### src/rtl/dual_line_cache_ctrl.sv
// -----------------------------------------------------------------------------
// dual_line_cache_ctrl
//
// Controller for a two-line instruction cache sitting between the program
// sequencer and a synchronous program ROM (one cycle read latency). Each line
// holds 2**OFF_W words. Every cycle the sequencer's next fetch address is
// compared against both line tags. On a miss a victim line is chosen (an
// invalid line first, otherwise the least-recently-used one), the line is
// streamed from ROM into the cache RAM, and the sequencer is held until the
// line is valid again.
//
// Ports
//   clk            in   system clock, all state on the rising edge
//   sync_reset     in   synchronous active-high reset
//   req_addr       in   next fetch address, held stable while hold=1
//   hold           out  stall request to the sequencer (combinational)
//   rom_address    out  ROM read address, data returns one cycle later
//   cache_wren     out  cache RAM write enable (registered)
//   cache_wrline   out  cache RAM write line index (registered)
//   cache_wroffset out  cache RAM write word offset (registered)
//   cache_rdline   out  cache RAM read line index (registered)
//   cache_rdoffset out  cache RAM read word offset (registered)
//   fill_busy      out  high while a line fill is in progress
//   miss_count     out  saturating miss counter for debug
// -----------------------------------------------------------------------------
module dual_line_cache_ctrl #(
   parameter int ADDR_W = 8,
   parameter int OFF_W  = 5
) (
   input  logic              clk,
   input  logic              sync_reset,
   input  logic [ADDR_W-1:0] req_addr,
   output logic              hold,
   output logic [ADDR_W-1:0] rom_address,
   output logic              cache_wren,
   output logic              cache_wrline,
   output logic [OFF_W-1:0]  cache_wroffset,
   output logic              cache_rdline,
   output logic [OFF_W-1:0]  cache_rdoffset,
   output logic              fill_busy,
   output logic [7:0]        miss_count
);

   localparam int TAG_W = ADDR_W - OFF_W;

   typedef enum logic [1:0] {
      ST_LOOKUP = 2'd0,
      ST_FILL   = 2'd1,
      ST_DRAIN  = 2'd2
   } state_e;

   state_e                  state_q,     state_d;
   logic [1:0]              valid_q,     valid_d;
   logic [1:0][TAG_W-1:0]   tag_q,       tag_d;
   logic                    lru_q,       lru_d;
   logic                    fill_line_q, fill_line_d;
   logic [OFF_W-1:0]        cnt_q,       cnt_d;
   logic [7:0]              miss_cnt_q,  miss_cnt_d;
   logic                    wren_q,      wren_d;
   logic                    wrline_q,    wrline_d;
   logic [OFF_W-1:0]        wroffset_q,  wroffset_d;
   logic                    rdline_q,    rdline_d;
   logic [OFF_W-1:0]        rdoffset_q,  rdoffset_d;

   logic [TAG_W-1:0]        req_tag;
   logic                    hit_0;
   logic                    hit_1;
   logic                    hit;
   logic                    hit_idx;
   logic                    victim;
   logic                    stall_req;

   // Victim choice: fill an empty line before evicting anything.
   function automatic logic pick_victim(input logic [1:0] valid, input logic lru);
      logic v;
      if (!valid[0]) begin
         v = 1'b0;
      end else if (!valid[1]) begin
         v = 1'b1;
      end else begin
         v = lru;
      end
      return v;
   endfunction

   assign req_tag = req_addr[ADDR_W-1:OFF_W];
   assign hit_0   = valid_q[0] && (tag_q[0] == req_tag);
   assign hit_1   = valid_q[1] && (tag_q[1] == req_tag);
   assign hit     = hit_0 | hit_1;
   // Line 0 wins if both ever match.
   assign hit_idx = hit_0 ? 1'b0 : 1'b1;
   assign victim  = pick_victim(valid_q, lru_q);

   // The sequencer is never stalled while reset is asserted.
   assign hold           = stall_req & ~sync_reset;
   assign fill_busy      = (state_q == ST_FILL) || (state_q == ST_DRAIN);
   assign cache_wren     = wren_q;
   assign cache_wrline   = wrline_q;
   assign cache_wroffset = wroffset_q;
   assign cache_rdline   = rdline_q;
   assign cache_rdoffset = rdoffset_q;
   assign miss_count     = miss_cnt_q;

   // Next-state, bookkeeping and ROM address generation.
   always_comb begin
      state_d     = state_q;
      valid_d     = valid_q;
      tag_d       = tag_q;
      lru_d       = lru_q;
      fill_line_d = fill_line_q;
      cnt_d       = cnt_q;
      miss_cnt_d  = miss_cnt_q;
      // Write side trails the ROM address by one cycle to absorb ROM latency.
      wren_d      = (state_q == ST_FILL);
      wrline_d    = fill_line_q;
      wroffset_d  = cnt_q;
      rdline_d    = rdline_q;
      rdoffset_d  = req_addr[OFF_W-1:0];
      stall_req   = 1'b0;
      rom_address = {req_tag, {OFF_W{1'b0}}};

      case (state_q)
         ST_LOOKUP: begin
            stall_req = ~hit;
            if (hit) begin
               rdline_d = hit_idx;
               lru_d    = ~hit_idx;
            end else begin
               // Invalidate the victim up front so an aborted fill leaves it invalid.
               valid_d[victim] = 1'b0;
               tag_d[victim]   = req_tag;
               fill_line_d     = victim;
               cnt_d           = {OFF_W{1'b0}};
               miss_cnt_d      = (miss_cnt_q == 8'hFF) ? 8'hFF : (miss_cnt_q + 8'd1);
               state_d         = ST_FILL;
            end
         end
         ST_FILL: begin
            stall_req   = 1'b1;
            rom_address = {tag_q[fill_line_q], cnt_q};
            cnt_d       = cnt_q + {{(OFF_W-1){1'b0}}, 1'b1};
            if (cnt_q == {OFF_W{1'b1}}) begin
               state_d = ST_DRAIN;
            end else begin
               state_d = ST_FILL;
            end
         end
         ST_DRAIN: begin
            // Last ROM word is being written this cycle; line becomes usable next cycle.
            stall_req            = 1'b1;
            rom_address          = {tag_q[fill_line_q], {OFF_W{1'b0}}};
            valid_d[fill_line_q] = 1'b1;
            lru_d                = ~fill_line_q;
            state_d              = ST_LOOKUP;
         end
         default: begin
            stall_req = 1'b0;
            state_d   = ST_LOOKUP;
         end
      endcase
   end

   // State and output registers with synchronous reset.
   always_ff @(posedge clk) begin
      if (sync_reset) begin
         state_q     <= ST_LOOKUP;
         valid_q     <= 2'b00;
         tag_q       <= '0;
         lru_q       <= 1'b0;
         fill_line_q <= 1'b0;
         cnt_q       <= {OFF_W{1'b0}};
         miss_cnt_q  <= 8'd0;
         wren_q      <= 1'b0;
         wrline_q    <= 1'b0;
         wroffset_q  <= {OFF_W{1'b0}};
         rdline_q    <= 1'b0;
         rdoffset_q  <= {OFF_W{1'b0}};
      end else begin
         state_q     <= state_d;
         valid_q     <= valid_d;
         tag_q       <= tag_d;
         lru_q       <= lru_d;
         fill_line_q <= fill_line_d;
         cnt_q       <= cnt_d;
         miss_cnt_q  <= miss_cnt_d;
         wren_q      <= wren_d;
         wrline_q    <= wrline_d;
         wroffset_q  <= wroffset_d;
         rdline_q    <= rdline_d;
         rdoffset_q  <= rdoffset_d;
      end
   end

endmodule

### config.mk
export PLATFORM = sky130hd
export DESIGN_NAME = dual_line_cache_ctrl
export DESIGN_NICKNAME = d
export VERILOG_FILES = /design/src/rtl/dual_line_cache_ctrl.sv
export SDC_FILE = /design/constraint.sdc
export NUM_CORES = 1
export LEC_CHECK = 0
export CORE_AREA = 3 3 94 78
export DETAILED_ROUTE_END_ITERATION = 12
export DIE_AREA = 0 0 97 81
export PLACE_DENSITY_LB_ADDON = 0.12
export SLEW_MARGIN = 10
export SYNTH_ARGS = -nofsm -noshare
export SYNTH_HDL_FRONTEND = slang
export SYNTH_SLANG_ARGS = --single-unit
### constraint.sdc
create_clock -name clk -period 2.52 [get_ports clk]
set_input_delay 0.378 -clock clk [delete_from_list [all_inputs] [get_ports clk]]
set_output_delay 0.378 -clock clk [all_outputs]
set_load 0.05 [all_outputs]
==> results.tsv <==
metric	value	unit
run_status	complete, no violations	
via_per_inst	4.97	
synth_top_family_by_area	simple AND/OR/NAND/NOR gates	
setup_viol	0	
area_growth	35.1	%
path_clk_slew	80	ps
worst-r2r-cell-count	7	
hold_end	cache_rdline$_SDFFE_PP0P_	
synth.ff_latch_count	38	
syn-cell-area	1930	µm²
pre_cts_slack	276	ps
die-area	7860	µm²
fp.dieW	97	µm
min_period	2350	ps
root_buffer	clkbuf_8	
r2r-end	tag_q[3]$_SDFFE_PP0P_	
r2r_setup_slack	810	ps
synth.area.top_cells	dfxtp_1 39%, mux2i_1 5.2%, nor2b_1 4.9%	
tightest_slew	517	ps
synth_xor_area_share	2.72	%
cts_made_buffers	5	
dr.pass1.iters	4	
cp-end-kind	primary output	
num_vias	1644	
p_per_area	619	nW/µm²
clockBufferDepth	2	
grt_max_degree	16	
synth_warnings	0	
worstHoldPathType	flip-flop to flip-flop	
holdPathStages	2	
coreArea	6410	µm²
grt_pass1_wl	8110	µm
crit_path_max_fanout	6	
num_io_pins	41	
relSlewSlack	65.4	%
slew_violations	0	
maxCapViolCount	0	
wl_per_cell	14.8	µm
fin_cells	331	
netlist_instances	203	
seq_area_frac_synth	39.4	%
final_nets	263	
min_period_over_period	93.3	%
timing.rr.start	state_q[0]$_SDFFE_PP0N_	
synthSimpleGateAreaFrac	23.7	%
fmax	426	MHz
wl	4910	µm
postSynthAreaPerCell	9.51	µm²
startpoint_type	flip-flop	
hold_viol	0	
drive_gt1_share	12.6	%
first_global_vias	1571	
rows	26	
gr-total-overflow	0	
setup_tns	0	ps
h-tree-depth	2	
fin_area	2610	µm²
synth-compound-area-share	19.2	%
portBuffers	40	
postRouteAntennaNets	0	
hold_start	cache_rdline$_SDFFE_PP0P_	
clock_skew	7.72	ps
dpl-instance-area	2460	µm²
antenna_found_initial	0	
grt_usage	13.0	%
hpwl	3480	µm
critPathKind	flip-flop to primary output	
diodes	0	
yosys.area.top_type	dfxtp_1	
place_inst	323	
clk_latency	300	ps
whs	487	ps
fin_ws	170	ps
rsz0062_at_grt	no	
cp.arrival	1970	ps
fillers	645	
drt-initial-drc-count	90	
synth-edff-count	0	
irDropWorstVdd	0.197	mV
die_h	81	µm
clock_sinks	38	
hold_buffers	0	
place_congestion	0.765	
route.detailed.drc	0	
yosys.cell_types.count	46	
synth_flop_cell	dfxtp_1	
synth-async-reset-ratio	0	%
cts_tree	yes	
start_util	30.1	%
synth_fa_ha_area_share	4.54	%
cp_data_required_time	2140	ps
yosys-mux-area-fraction	5.18	%
synth_top_area_share	39.4	%
synth_nets	220	
power_leakage	0.998	nW
[cells in the mapped netlist, drive strengths merged, types with 3 or more instances]
| cell type | count |
|---|---|
| dfxtp | 38 |
| nor2b | 15 |
| inv | 10 |
| mux2i | 10 |
| nand2 | 9 |
| nand2b | 9 |
| clkbuf | 8 |
| a21oi | 7 |
| a311oi | 7 |
| ha | 7 |
| nor2 | 7 |
| and2 | 6 |
| xnor2 | 6 |
| a31oi | 5 |
| a211oi | 4 |
| and3 | 4 |
| buf | 4 |
| nand3 | 4 |
| o21ai | 4 |
| a221oi | 3 |
| a32o | 3 |
| a41oi | 3 |
| and4 | 3 |
| nand3b | 3 |
| nor3 | 3 |
| o22ai | 3 |
[metal layers]
metal  vias to the layer above  share of wire [%]  global-route usage (%)
met3                         5                4.7                    3.26
met5                         -                  0                       0
met1                       767                 52                    18.8
li1                        828                  -                       -
met4                         0                1.1                    4.21
met2                        44                 42                    18.6
[layout make-up]
cell class                 count  area, µm²  share of cell area [%]
multi-input combinational    143       1070                    41.1
sequential                    38        761                    29.2
timing repair buffer          48        490                    18.8
tap                           84        105                    4.03
clock buffer                   6       82.6                    3.17
clock inverter                 2       60.1                    2.30
inverter                      10       37.5                    1.44
[flip-flops by register name, indices dropped and copies added, names as in the netlist]
name and count:
valid_q 2, cache_wren 1, state_q 2, cache_wroffset 5, cache_rdline 1, lru_q 1
cache_rdoffset 5, cache_wrline 1, cnt_q 5, miss_count 8, tag_q 6, fill_line_q 1
[cells in the final DEF (no fill, tap or decap), types with 7 or more instances in the layout]
cell type	n
a21oi_1	7
a311oi_1	7
buf_4	13
clkdlybuf4s50_1	30
dfxtp_1	38
ha_1	7
inv_1	10
mux2i_1	10
nand2_1	9
nand2b_1	9
nor2_1	7
nor2b_1	15
[what timing repair did]
item | in CTS | in global routing
setup endpoints to repair | 0 | 1
endpoints found under the hold margin | 0 | 0
gates resized for setup | 0 | 1
buffers inserted | 0 | 0
[worst max path at each step]
stage                                  from  slack, ps  cells past startpoint              to
finish              state_q[1]$_SDFFE_PP0N_        170                      5  rom_address[5]
CTS                 state_q[1]$_SDFFE_PP0N_         40                      3       fill_busy
floorplan           state_q[1]$_SDFFE_PP0N_         30                      4  rom_address[5]
global route        state_q[1]$_SDFFE_PP0N_         30                      5  rom_address[5]
detailed placement              req_addr[5]        280                      6            hold
global placement                req_addr[5]        290                      6            hold
[critical path, stage by stage, from the launching register on]
cell     delay, ps
dfxtp_1        420
inv_1           90
ha_1           420
o21ai_0        260
o22ai_1        310
buf_12         180
[through the flow]
| stage | total power [mW] | utilization [%] |
|---|---|---|
| after global placement | 0.985 | 38.4 |
| final | 1.62 | 40.7 |
| after global routing | 1.68 | 40.7 |
| after CTS | 1.64 | 40.7 |
| after floorplan | 0.867 | - |
| after detailed placement | 0.983 | 38.4 |
[kinds of logic after synthesis]
| logic type | after synthesis |
|---|---|
| mux | 10 |
| flops | 38 |
| buf+inv | 22 |
| compound gates | 47 |
| fa+ha+maj | 7 |
| xor+xnor | 6 |
| simple gates | 73 |
[where the power goes]
group	internal, mW	switching (mW)
clock network	0.422	0.227
logic	0.130	0.184
registers	0.628	0.0255
(Power assumes the default switching activity.)
